**src/rtl/mem_lsu_pkg.sv**
```systemverilog
// Shared encodings and request bundle for the load/store unit.
// Optional store trace is enabled with LSU_TRACE_EN (see mem_lsu.sv).
package mem_lsu_pkg;

  localparam logic [1:0] SZ_B = 2'd0;
  localparam logic [1:0] SZ_H = 2'd1;
  localparam logic [1:0] SZ_W = 2'd2;

  localparam logic [4:0] EXC_ADEL = 5'd4;
  localparam logic [4:0] EXC_ADES = 5'd5;
  localparam logic [4:0] EXC_DBE  = 5'd7;

  localparam logic [1:0] S_IDLE  = 2'd0;
  localparam logic [1:0] S_ISSUE = 2'd1;
  localparam logic [1:0] S_WAIT  = 2'd2;
  localparam logic [1:0] S_RESP  = 2'd3;

  typedef struct packed {
    logic        we;
    logic [1:0]  size;
    logic        sext;
    logic [31:0] addr;
    logic [31:0] wdata;
    logic [31:0] pc;
  } lsu_req_t;

  function automatic logic misaligned(
    input logic [1:0] size,
    input logic [1:0] off
  );
    logic bad;
    bad = 1'b0;
    unique case (size)
      SZ_B:    bad = 1'b0;
      SZ_H:    bad = off[0];
      SZ_W:    bad = |off;
      default: bad = 1'b1;
    endcase
    return bad;
  endfunction

endpackage

```
**src/rtl/mem_lsu_align.sv**
```systemverilog
// Byte-lane steering: enables, replicated store data and
// extended load data for one byte/half/word access.
module mem_lsu_align
  import mem_lsu_pkg::*;
(
  input  logic [1:0]  size,
  input  logic [1:0]  off,
  input  logic        sext,
  input  logic [31:0] wdata,
  input  logic [31:0] rdata,
  output logic [3:0]  be,
  output logic [31:0] lane_wdata,
  output logic [31:0] ext_rdata
);

  logic [31:0] lane;

  always_comb begin
    lane       = rdata >> {off, 3'b000};
    be         = 4'b0000;
    lane_wdata = wdata;
    ext_rdata  = rdata;
    unique case (size)
      SZ_B: begin
        be         = 4'b0001 << off;
        lane_wdata = {4{wdata[7:0]}};
        ext_rdata  = {{24{sext & lane[7]}}, lane[7:0]};
      end
      SZ_H: begin
        be         = 4'b0011 << off;
        lane_wdata = {2{wdata[15:0]}};
        ext_rdata  = {{16{sext & lane[15]}}, lane[15:0]};
      end
      SZ_W: begin
        be         = 4'b1111;
        lane_wdata = wdata;
        ext_rdata  = rdata;
      end
      default: begin
        be         = 4'b0000;
        lane_wdata = wdata;
        ext_rdata  = rdata;
      end
    endcase
  end

endmodule

```
**src/rtl/mem_lsu.sv**
```systemverilog
// Load/store initiator: MEM stage to word-wide data memory port.
// Define LSU_TRACE_EN to print every granted store.
module mem_lsu
  import mem_lsu_pkg::*;
#(
  parameter int RAM_WORDS = 1024,
  parameter int TIMEOUT   = 16
) (
  input  logic        clk,
  input  logic        reset,
  input  logic        req_valid,
  output logic        req_ready,
  input  logic        req_we,
  input  logic [1:0]  req_size,
  input  logic        req_signed,
  input  logic [31:0] req_addr,
  input  logic [31:0] req_wdata,
  input  logic [31:0] req_pc,
  output logic        resp_valid,
  output logic [31:0] resp_rdata,
  output logic        resp_exc,
  output logic [4:0]  resp_code,
  output logic [31:0] resp_pc,
  output logic        mem_req,
  input  logic        mem_gnt,
  output logic        mem_we,
  output logic [31:0] mem_addr,
  output logic [3:0]  mem_be,
  output logic [31:0] mem_wdata,
  input  logic        mem_rvalid,
  input  logic [31:0] mem_rdata
);

  localparam int CW = (TIMEOUT > 2) ? $clog2(TIMEOUT) : 1;
  localparam logic [CW-1:0] LAST = CW'(TIMEOUT - 1);

  logic [1:0]    state;
  lsu_req_t      req_q;
  logic [CW-1:0] cnt;
  logic [31:0]   rdata_q;
  logic          exc_q;
  logic [4:0]    code_q;

  logic          bad;
  logic          issue;
  logic [3:0]    be;
  logic [31:0]   lane_wdata;
  logic [31:0]   ext_rdata;

  assign bad = misaligned(req_size, req_addr[1:0])
             | ({2'b00, req_addr[31:2]} >= 32'(RAM_WORDS));

  mem_lsu_align u_align (
    .size       (req_q.size),
    .off        (req_q.addr[1:0]),
    .sext       (req_q.sext),
    .wdata      (req_q.wdata),
    .rdata      (mem_rdata),
    .be         (be),
    .lane_wdata (lane_wdata),
    .ext_rdata  (ext_rdata)
  );

  always_ff @(posedge clk) begin
    if (!reset) begin
      state   <= S_IDLE;
      req_q   <= '0;
      cnt     <= '0;
      rdata_q <= '0;
      exc_q   <= 1'b0;
      code_q  <= '0;
    end else begin
      unique case (state)
        S_IDLE: begin
          if (req_valid) begin
            req_q   <= '{req_we, req_size, req_signed,
                         req_addr, req_wdata, req_pc};
            rdata_q <= '0;
            exc_q   <= 1'b0;
            code_q  <= '0;
            if (bad) begin
              exc_q  <= 1'b1;
              code_q <= req_we ? EXC_ADES : EXC_ADEL;
              state  <= S_RESP;
            end else begin
              state  <= S_ISSUE;
            end
          end
        end
        S_ISSUE: begin
          if (mem_gnt) begin
            cnt   <= '0;
            state <= req_q.we ? S_RESP : S_WAIT;
          end
        end
        S_WAIT: begin
          // data arriving on the timeout cycle still completes normally
          if (mem_rvalid) begin
            rdata_q <= ext_rdata;
            state   <= S_RESP;
          end else if (cnt == LAST) begin
            exc_q   <= 1'b1;
            code_q  <= EXC_DBE;
            state   <= S_RESP;
          end else begin
            cnt     <= cnt + 1'b1;
          end
        end
        default: state <= S_IDLE;
      endcase
    end
  end

  assign issue     = (state == S_ISSUE);
  assign req_ready = (state == S_IDLE);

  assign mem_req   = issue;
  assign mem_we    = issue & req_q.we;
  assign mem_addr  = issue ? {req_q.addr[31:2], 2'b00} : '0;
  assign mem_be    = issue ? be : '0;
  assign mem_wdata = issue ? lane_wdata : '0;

  assign resp_valid = (state == S_RESP);
  assign resp_rdata = resp_valid ? rdata_q : '0;
  assign resp_exc   = resp_valid & exc_q;
  assign resp_code  = resp_valid ? code_q : '0;
  assign resp_pc    = resp_valid ? req_q.pc : '0;

`ifdef LSU_TRACE_EN
  logic [31:0] merged_word;

  assign merged_word = mem_wdata & {{8{mem_be[3]}}, {8{mem_be[2]}},
                                    {8{mem_be[1]}}, {8{mem_be[0]}}};

  always_ff @(posedge clk) begin
    if (reset && mem_req && mem_gnt && mem_we
        && !$isunknown(merged_word))
      $display("%d@%h: *%h <= %h", $time, req_q.pc,
               mem_addr, merged_word);
  end
`else
  // store trace not built
`endif

endmodule

```
**config.mk**
```make
export PLATFORM = sky130hd
export DESIGN_NAME = mem_lsu
export DESIGN_NICKNAME = d
export VERILOG_FILES = /design/src/rtl/mem_lsu_pkg.sv /design/src/rtl/mem_lsu_align.sv /design/src/rtl/mem_lsu.sv
export SDC_FILE = /design/constraint.sdc
export NUM_CORES = 1
export LEC_CHECK = 0
export BUFFER_PORTS_ARGS = -buffer_cell sky130_fd_sc_hd__buf_4
export CAP_MARGIN = 25
export CORE_MARGIN = 5
export CORE_UTILIZATION = 40
export CTS_CLUSTER_DIAMETER = 40
export DETAILED_ROUTE_END_ITERATION = 10
export PLACE_DENSITY = 0.68
export SLEW_MARGIN = 10
export SYNTH_ARGS = -nofsm -noshare
export SYNTH_HDL_FRONTEND = slang
export SYNTH_SLANG_ARGS = --single-unit
```
**constraint.sdc**
```tcl
create_clock -name clk -period 2.7 [get_ports clk]
set_input_delay 0.135 -clock clk [delete_from_list [all_inputs] [get_ports clk]]
set_output_delay 0.135 -clock clk [all_outputs]
set_load 0.1 [all_outputs]
```
==> results of run 1 <==
[registers in the layout (all words and copies together) (netlist names)]
| signal | flops |
|---|---|
| state | 2 |
| exc_q | 1 |
| cnt | 4 |
| req_q | 100 |
| code_q | 2 |
| rdata_q | 32 |
[through the flow]
stage / instance area, µm² / std cells / total power, mW
floorplan: 7204 / 957 / 5.071
global placement: 9373 / 1390 / 5.948
detailed placement: 9373 / 1390 / 5.975
CTS: 11010 / 1526 / 8.455
global route: 11020 / 1529 / 8.850
finish: 11020 / 1529 / 8.430
[metal layers]
layer / share of wire [%] / global-route usage (%) / vias up
met1: 39 / 28.80 / 3582
met2: 48 / 41.25 / 350
met5: 0 / 0 / -
li1: - / - / 3881
met4: 3.0 / 10.01 / 0
met3: 9.6 / 7.621 / 60
[area by class of cell]
type / count / area [µm²] / share of cell area (%)
sequential: 141 / 2824 / 25.62
multi-input combinational: 722 / 4006 / 36.34
clock buffer: 20 / 456.7 / 4.143
inverter: 12 / 46.29 / 0.4200
timing repair buffer: 396 / 3271 / 29.67
tap: 225 / 281.5 / 2.554
antenna: 1 / 2.502 / 0.02270
clock inverter: 12 / 135.1 / 1.226
[logic make-up after synthesis]
group / share of synthesized area (%)
multiplexers: 3.958
XOR/XNOR: 0.1232
flip-flops: 39.68
AND/OR/NAND/NOR: 31.63
buffers and inverters: 5.470
other: 0.05272
adder cells (fa/ha/maj): 0.8795
AO/OA/AOI/OAI: 18.21
[cell usage after synthesis (all sizes together), types with 2 or more instances]
cell     count  area (µm²)
nand2      267        1002
dfxtp      141        2823
a21oi      114       570.6
and2       106       663.1
clkbuf      66       247.7
nand3       36       180.2
mux2i       27       270.3
o21ai       19       95.09
buf         16       96.33
nand4       16       100.1
nor2        16       60.06
nor2b       13       81.33
inv         12       45.05
o21a        12       90.09
o221ai      12       105.1
a21boi       9       67.57
o211a        8       80.08
a2bb2oi      7       61.31
nand2b       7       51.30
ha           5       62.56
nor4         5       31.28
o32ai        5       43.79
nor3         4       25.02
a32oi        3       26.28
o211ai       3       22.52
a22oi        2       20.02
a31oi        2       12.51
o2111ai      2       17.52
o2bb2ai      2       17.52
o31ai        2       15.01
or3          2       12.51
[how the worst max path moves through the flow]
stage	endpoint	slack, ns	cells past startpoint
after global placement	rdata_q[10]	0.52	6
after detailed placement	rdata_q[2]	0.46	6
after CTS	mem_wdata[12]	0.14	5
after global routing	mem_wdata[11]	0.02	5
final	mem_wdata[11]	0.15	5
after floorplan	resp_code[2]	0.13	4
[power groups by stage]
stage | clock network (mW) | registers (mW) | logic [mW]
floorplan | 0 | 2.55 | 2.53
global placement | 0 | 2.63 | 3.32
detailed placement | 0 | 2.64 | 3.33
CTS | 2.39 | 2.60 | 3.46
global route | 2.49 | 2.64 | 3.72
finish | 2.36 | 2.60 | 3.47
[worst max-delay path, cell delays in order, from the launching register on]
cell and delay [ns]:
dfxtp_1 0.33, inv_1 0.10, ha_2 0.64, buf_4 0.39, a21boi_2 0.22, buf_4 0.31
[cells in the final DEF, fill, tap and decap left out, types with 10 or more instances in the layout]
cell           netlist  final
nand3_1             36     36
a21oi_1            114    111
nor2_1              16     16
dlygate4sd3_1        0    104
nand4_1             16     16
o21ai_0             12     12
o21a_1              12     12
mux2i_1             27     27
dfxtp_1            141    140
o221ai_1            12     12
clkbuf_16            0     17
and2_1             106    105
buf_4                6    289
nand2_1            267    266
inv_1               10     10
==> flow_metrics.py, run 1 <==
metrics = {
    "power_and_ir_drop": {
        "netSwitchingFraction_pct": 42.63,
        "leakagePower_nw": 4.812,
        "internal_power_mw": 4.836,
        "powerDensity_nw_per_um2": 764.7,
        "comb_power_share_pct": 41.2,
        "clkPwrFrac_pct": 28.0,
        "p_switching_mw": 3.593,
        "seqPwrFrac_pct": 30.9,
        "ir_worst_vdd_uv": 453.0,
    },
    "sta": {
        "fin_ws_ns": 0.1491,
        "fin_skew_ns": 0.01354,
        "period_needed_ns": 2.551,
        "max_freq_ghz": 0.3920,
        "whs_ns": 0.01191,
        "fin_crit_sh_pct": 94.48,
        "hold_violations": 0,
        "setup_viol": 0,
        "tns_ns": 0,
        "rsz0062_at_grt": "no",
        "drv_slew": 0,
        "relSlewSlack_pct": 33.92,
        "worstMarginPinSlew_ns": 0.9859,
    },
    "finish": {
        "syn_to_final_growth_pct": 54.97,
        "final_util_pct": 63.51,
        "fillers": 1494,
        "nets": 1432,
        "drive_gt1_share_pct": 27.40,
    },
    "hold_path": {
        "hold_class": "in -> reg",
        "worstHoldPathCells": 3,
        "worstHoldStart": "mem_rdata[3]",
        "min_to": "rdata_q[3]",
    },
    "floorplanning": {
        "core_um2": 17360,
        "ios": 279,
        "fp.dieH_um": 143.4,
        "start_util_pct": 40.98,
        "dieArea_um2": 20550,
        "num_rows": 48,
        "die_w_um": 143.4,
    },
    "logic_synthesis": {
        "netlist_area_um2": 7113,
        "syn_inst": 954,
        "synth_ff_type": "dfxtp_1",
        "syn_avg_cell_area_um2": 7.456,
        "async_flop_share_pct": 0,
        "synth_edf_count": 0,
        "synth-seq-cells": 141,
        "synthDistinctLibCells": 53,
        "yosysSeqAreaShare_pct": 39.68,
        "yosysWarnings": 0,
    },
    "worst_setup_path": {
        "r2r_end": "rdata_q[12]",
        "crit_type": "reg -> out",
        "critPathLaunchType": "flip-flop",
        "worstPathArrival_ns": 2.42,
        "r2r_slack_ns": 0.42,
        "cp-end-kind": "output port",
        "reg2reg_depth": 6,
        "worstPathMaxFanout": 41,
        "rr_startpoint": "state[0]",
        "cp-startpoint": "state[1]",
        "crit_required_ns": 2.57,
    },
    "status": {
        "outcome": "finished clean",
    },
    "cts": {
        "htreeDepth": 4,
        "post_cts_buffers": 0,
        "clk_pin_slew_ns": 0.06,
        "cts_tree": "built",
        "hold_buffers": 104,
        "cts.path.max_buffers": 2,
        "cts_sinks": 141,
        "cts_root_buf": "clkbuf_16",
        "cts_resized": 0,
        "numCtsBuffers": 17,
        "insertion_delay_ns": 0.42,
    },
    "placed_design": {
        "pre_cts_slack_ns": 0.4597,
        "dpl.hpwl_um": 17180,
        "port-buffer-count": 274,
        "routabilityCongestion": 0.8539,
    },
    "global_route": {
        "grt.overflow.total": 0,
        "grt_pass1_vias": 7855,
        "grt_max_degree": 59,
        "grt_use_total_pct": 24.39,
        "antenna_found_initial": 1,
        "grt_pass1_wl_um": 40050,
    },
    "route": {
        "route.detailed.drc": 0,
        "drt_iter0_drc": 429,
        "drtPass1Iterations": 5,
        "avgRoutedWirePerCell_um": 16.87,
        "drtAntennaViolNets": 0,
        "drt-total-wl_um": 25790,
        "num_vias": 7873,
        "viasPerCell": 5.149,
    },
    "run": {
        "cap_viol_max_count": 0,
    },
}
Note: power is estimated with default switching activity, not from simulation.
==> run 2, diff against run 1 <==
Settings changed: ABC_AREA from default to 1.
==> run 2 against run 1 <==
Effect of this change:
- cell count is 10% higher
- sequential power increased by 8.5%
- highest routed layer unchanged
- total power up 24%
- first-iteration DRC count increased by 23%
- largest power group unchanged
- clock power increased by 12%
- clock skew fell by 0.0034 ns
- clock-buffer cell count decreased by 1
- register-to-register slack gained 0.28 ns
==> flow_metrics.py, run 2 <==
metrics = {
    "sta": {
        "drv_slew": 0,
        "fin_crit_sh_pct": 84.81,
        "period_needed_ns": 2.290,
        "max_freq_ghz": 0.4367,
        "worstMarginPinSlew_ns": 0.9100,
        "whs_ns": 0.01500,
        "tns_ns": 0,
        "setup_viol": 0,
        "relSlewSlack_pct": 39.33,
        "hold_violations": 0,
        "fin_ws_ns": 0.4101,
        "rsz0062_at_grt": "no",
        "fin_skew_ns": 0.01010,
    },
    "worst_setup_path": {
        "worstPathArrival_ns": 2.15,
        "crit_required_ns": 2.57,
        "crit_type": "reg -> out",
        "cp-startpoint": "state[1]",
        "r2r_end": "cnt[3]",
        "rr_startpoint": "state[1]",
        "critPathLaunchType": "flip-flop",
        "worstSetupEndpoint": "mem_wdata[19]",
        "reg2reg_depth": 9,
        "worstPathMaxFanout": 24,
        "r2r_slack_ns": 0.70,
        "cp-end-kind": "output port",
    },
    "floorplanning": {
        "ios": 279,
        "fp.dieH_um": 143.7,
        "core_um2": 17420,
        "num_rows": 48,
        "dieArea_um2": 20640,
        "die_w_um": 143.7,
        "start_util_pct": 41.03,
    },
    "finish": {
        "design_area_um2": 11070,
        "drive_gt1_share_pct": 26.94,
        "layout_commonest_cell": "buf_4",
        "fillers": 1620,
        "final_cell_mix": "buf_4 (288), nor2_1 (241), nand2_1 (226), dfxtp_1 (141), inv_1 (132)",
        "syn_to_final_growth_pct": 54.87,
        "regMostFlops": "req_q",
        "nets": 1590,
        "top_regs": "req_q: 100 flops, rdata_q: 32 flops, cnt: 4 flops",
        "largest_reg_flops": 100,
    },
    "placed_design": {
        "port-buffer-count": 274,
        "routabilityCongestion": 0.9169,
        "placed_cell_area_um2": 9465,
        "dpl.hpwl_um": 17500,
        "pre_cts_slack_ns": 0.7204,
    },
    "cts": {
        "cts_sinks": 141,
        "insertion_delay_ns": 0.42,
        "numCtsBuffers": 17,
        "post_cts_buffers": 0,
        "cts.path.max_buffers": 2,
        "cts_root_buf": "clkbuf_16",
        "cts_tree": "built",
        "htreeDepth": 4,
        "cts_resized": 0,
        "clk_pin_slew_ns": 0.06,
        "hold_buffers": 94,
    },
    "route": {
        "avgRoutedWirePerCell_um": 15.12,
        "drt-total-wl_um": 25480,
        "num_vias": 8234,
        "route.detailed.drc": 0,
        "drtAntennaViolNets": 0,
        "drt_iter0_drc": 529,
        "viasPerCell": 4.887,
        "drtPass1Iterations": 5,
    },
    "global_route": {
        "grt_pass1_wl_um": 39900,
        "antenna_found_initial": 1,
        "grt.overflow.total": 0,
        "grt_use_total_pct": 24.34,
        "grt_pass1_vias": 7885,
        "grt_max_degree": 100,
    },
    "logic_synthesis": {
        "netlist.area_leader.share_pct": 39.50,
        "synth-xor-area-share_pct": 0.1225,
        "yosysMostFrequentCell": "nor2_1",
        "yosys.area_share.simple_pct": 31.14,
        "synth-seq-cells": 141,
        "syn_inst": 1114,
        "synthDistinctLibCells": 38,
        "synth_adder_area_share_pct": 0.8754,
        "synth_compound_area_share_pct": 16.53,
        "yosys-top-cells-count": "nor2_1 (264), nand2_1 (227), dfxtp_1 (141)",
        "yosys-top-cells-area": "dfxtp_1 (39%), nor2_1 (14%), nand2_1 (12%)",
        "yosysWarnings": 0,
        "yosysSeqAreaShare_pct": 39.50,
        "synth_ff_type": "dfxtp_1",
        "async_flop_share_pct": 0,
        "netlist_area_um2": 7147,
        "synth_edf_count": 0,
        "synth_top_family_by_area": "simple AND/OR/NAND/NOR gates",
        "synthMuxAreaShare_pct": 0,
        "synth_top_area_cell": "dfxtp_1",
        "syn_avg_cell_area_um2": 6.415,
    },
    "power_and_ir_drop": {
        "powerDensity_nw_per_um2": 942.8,
        "seqPwrFrac_pct": 27.0,
        "internal_power_mw": 5.557,
        "ir_worst_vdd_uv": 606.0,
        "p_switching_mw": 4.878,
        "clkPwrFrac_pct": 25.3,
        "leakagePower_nw": 5.717,
        "comb_power_share_pct": 47.7,
        "netSwitchingFraction_pct": 46.75,
    },
    "hold_path": {
        "hold_class": "in -> reg",
        "worstHoldPathCells": 3,
    },
    "status": {
        "outcome": "finished clean",
    },
    "run": {
        "cap_viol_max_count": 0,
    },
}
==> run 2: logic make-up (layout without fill, tap and decap cells) <==
group,count (synthesis),in the layout
xor gates and xnor gates,1,1
adders and majority gates,5,5
other,1,5
AOI/OAI and AO/OA,218,218
buffers and inverters,209,551
DFF,141,141
and+or+nand+nor,539,539
==> run 2: worst min path at each step <==
stage                 to    startpoint  slack, ns
6_report       req_q[94]  req_addr[30]       0.02
5_1_grt        req_q[64]   req_addr[0]       0.02
4_1_cts        req_q[94]  req_addr[30]    0.00006
3_5_place_dp   req_q[73]   req_addr[9]       0.38
3_3_place_gp   req_q[73]   req_addr[9]       0.38
2_1_floorplan  req_q[85]  req_addr[21]       0.28
==> run 2: cell type report <==
type | instances | area, µm² | share of cell area, %
Clock buffer | 19 | 442.9 | 4.002
Clock inverter | 11 | 216.5 | 1.956
Antenna cell | 1 | 2.502 | 0.02261
Multi-Input combinational cell | 767 | 3659 | 33.05
Sequential cell | 141 | 2823 | 25.50
Tap cell | 225 | 281.5 | 2.544
Inverter | 138 | 520.5 | 4.703
Timing Repair Buffer | 383 | 3123 | 28.22
==> run 2: worst max-delay path, stage by stage, from the launching register on <==
cell     delay (ns)
dfxtp_1        0.33
inv_1          0.09
ha_2           0.45
buf_4          0.29
o21ai_0        0.18
nor2_4         0.11
buf_4          0.29
==> run 2: through the flow <==
stage                     utilization (%)  cells  total power, mW
after floorplan                         -   1117            6.557
after global placement              54.35   1560            7.650
after detailed placement            54.35   1560            7.689
after CTS                           63.53   1684            10.46
after global routing                63.55   1685            11.00
final                               63.55   1685            10.44
==> run 2: power groups by stage <==
stage | clock network [mW] | logic, mW | registers, mW
after detailed placement | 0 | 4.84 | 2.85
after global routing | 2.78 | 5.36 | 2.87
after CTS | 2.68 | 4.96 | 2.81
final | 2.64 | 4.98 | 2.82
after floorplan | 0 | 3.79 | 2.76
after global placement | 0 | 4.81 | 2.84
==> run 2: per-layer routing <==
metal  track usage, %  part of all wire, %
met5                0                    0
met4            10.80                  3.5
met1            29.00                   39
met3            6.356                  8.5
met2            41.30                   49
==> run 3, diff against run 2 <==
Clock period 2.7 ns to 2.25 ns, I/O delays scaled along.
==> run 3 against run 2 <==
Effect of this change:
- final area up 3.1%
- total power is 20% higher
- register-to-register slack worse by 0.25 ns
- flip-flop and latch count unchanged
==> flow_metrics.py, run 3 (synthesized netlist as in run 2, its figures left out) <==
metrics = {
    "worst_setup_path": {
        "cp-end-kind": "output port",
        "critPathLaunchType": "flip-flop",
        "worstPathMaxFanout": 56,
        "cp_num_buf_inv": 3,
        "cpPeakStageDelay_ns": 0.34,
        "critPathTopFamily": "buffers and inverters",
        "crit_type": "reg -> out",
        "cp.depth": 6,
        "worstPathArrival_ns": 2.03,
        "reg2reg_depth": 9,
        "crit_chain": "inv_1 -> ha_2 -> buf_12 -> o21ai_0 -> nor2_2 -> buf_4",
        "cp_slowest_cell": "dfxtp_1",
        "crit_required_ns": 2.14,
    },
    "cts": {
        "htreeDepth": 4,
        "cts_root_buf": "clkbuf_16",
        "cts_tree": "built",
        "clk_pin_slew_ns": 0.06,
        "insertion_delay_ns": 0.42,
        "numCtsBuffers": 17,
        "cts.path.max_buffers": 2,
        "cts_sinks": 141,
        "post_cts_buffers": 0,
    },
    "power_and_ir_drop": {
        "powerDensity_nw_per_um2": 1093,
        "p_switching_mw": 5.999,
        "internal_power_mw": 6.472,
        "ir_worst_vdd_uv": 695.5,
        "seqPwrFrac_pct": 27.0,
        "comb_power_share_pct": 49.6,
        "finalPower_mw": 12.47,
        "netSwitchingFraction_pct": 48.10,
        "clkPwrFrac_pct": 23.5,
        "leakagePower_nw": 5.154,
    },
    "sta": {
        "max_freq_ghz": 0.4667,
        "setup_viol": 0,
        "relSlewSlack_pct": 48.33,
        "fin_crit_sh_pct": 95.24,
        "hold_violations": 0,
        "fin_skew_ns": 0.007741,
        "drv_slew": 0,
        "worstMarginPinSlew_ns": 0.7722,
        "rsz0062_at_grt": "no",
        "period_needed_ns": 2.143,
    },
    "finish": {
        "design_area_um2": 11410,
        "syn_to_final_growth_pct": 59.61,
        "final_cell_mix": "buf_4 (287), nor2_1 (239), nand2_1 (225), dfxtp_1 (141), o21ai_0 (123)",
        "layout_commonest_cell": "buf_4",
        "fillers": 1572,
        "regMostFlops": "req_q",
        "top_regs": "req_q: 100 flops, rdata_q: 32 flops, cnt: 4 flops",
        "register_area_um2": 2823,
        "nets": 1599,
        "largest_reg_flops": 100,
        "diodes": 0,
        "multi_input_area_um2": 3707,
        "drive_gt1_share_pct": 31.45,
    },
    "global_route": {
        "grt_max_degree": 100,
        "grt_pass1_wl_um": 39590,
        "grt.overflow.total": 0,
        "grt_use_total_pct": 24.15,
        "antenna_found_initial": 0,
        "grt_pass1_vias": 7814,
    },
    "route": {
        "drtAntennaViolNets": 0,
        "drt-total-wl_um": 25280,
        "route.detailed.drc": 0,
        "num_vias": 8215,
        "viasPerCell": 4.849,
        "drt_iter0_drc": 555,
        "avgRoutedWirePerCell_um": 14.92,
        "drtPass1Iterations": 5,
    },
    "floorplanning": {
        "core_um2": 17420,
        "ios": 279,
        "num_rows": 48,
        "die_w_um": 143.7,
        "dieArea_um2": 20640,
        "start_util_pct": 41.03,
        "fp.dieH_um": 143.7,
    },
    "hold_path": {
        "hold_class": "in -> reg",
        "worstHoldPathCells": 3,
    },
    "placed_design": {
        "placed_cell_area_um2": 9774,
        "routabilityCongestion": 0.9360,
        "dpl.hpwl_um": 17390,
        "port-buffer-count": 274,
    },
    "status": {
        "outcome": "finished clean",
    },
    "run": {
        "cap_viol_max_count": 0,
    },
}
## run 3: cell count changes in the layout (fill, tap and decap cells not counted), moves of 2 or more
cell,change
o21ai_1,+4
nor2_1,-2
clkinvlp_4,+61
a21oi_4,+2
o21ai_0,-4
a21oi_1,-2
inv_6,+2
buf_12,+2
inv_1,-59
nor2_4,+2
bufinv_16,-3
dlygate4sd3_1,+7
## run 3: worst reg2reg max path, stage by stage, from the launching register on
cell and delay, ns:
dfxtp_1 0.38, inv_1 0.08, ha_2 0.20, inv_1 0.18, or2_2 0.16, nand2_1 0.07, nor3_1 0.30, nand2_1 0.12
xor2_1 0.15, nor2_1 0.05
## run 3: through the flow
step           TNS, ns  utilization [%]  std cells  worst slack (ns)  hold slack (ns)
6_report             0            65.50       1694            0.1071          0.01684
4_1_cts              0            65.47       1694           0.05305         0.001343
2_1_floorplan   -1.754                -       1117           -0.1067           0.2603
3_5_place_dp         0            56.12       1562            0.3846           0.3666
5_1_grt              0            65.50       1694           0.01049          0.02019
3_3_place_gp         0            56.12       1562            0.3890           0.3482
## run 3: area by class of cell
| cell class | count | share of cell area, % |
|---|---|---|
| clock buffer | 19 | 3.971 |
| clock inverter | 12 | 1.426 |
| inverter | 138 | 6.515 |
| multi-input combinational | 767 | 32.50 |
| sequential | 141 | 24.74 |
| tap | 225 | 2.468 |
| timing repair buffer | 392 | 28.38 |
## run 3: layer usage
metal	part of all wire (%)	vias to the layer above	wire, µm	track usage (%)
li1	-	4119	-	-
met2	49	316	12430	41.08
met1	40	3728	10020	28.76
met4	3.0	0	765	9.861
met3	8.2	52	2066	6.789
met5	0	-	0	0
## run 3: timing repair
action / 4_1_cts / 5_1_grt
setup endpoints to repair: 4 / 9
resized for setup: 1 / 5
endpoints found under the hold margin: 101 / 0
hold buffers: 101 / 0
## run 3: power by group through the flow
stage                     clock network, mW  registers, mW  logic [mW]
after floorplan                           0           3.32        4.70
after global placement                    0           3.39        5.98
after detailed placement                  0           3.41        6.01
after CTS                              2.99           3.36        6.18
after global routing                   3.11           3.42        6.65
final                                  2.93           3.36        6.18
## run 3: final timing paths
check | start | endpoint | slack (ns)
setup / recovery | state[1] | mem_wdata[24] | 0.11
hold / removal | mem_rdata[0] | rdata_q[0] | 0.02
setup reg to reg | state[1] | cnt[2] | 0.45
hold reg to reg | rdata_q[20] | rdata_q[20] | 0.47
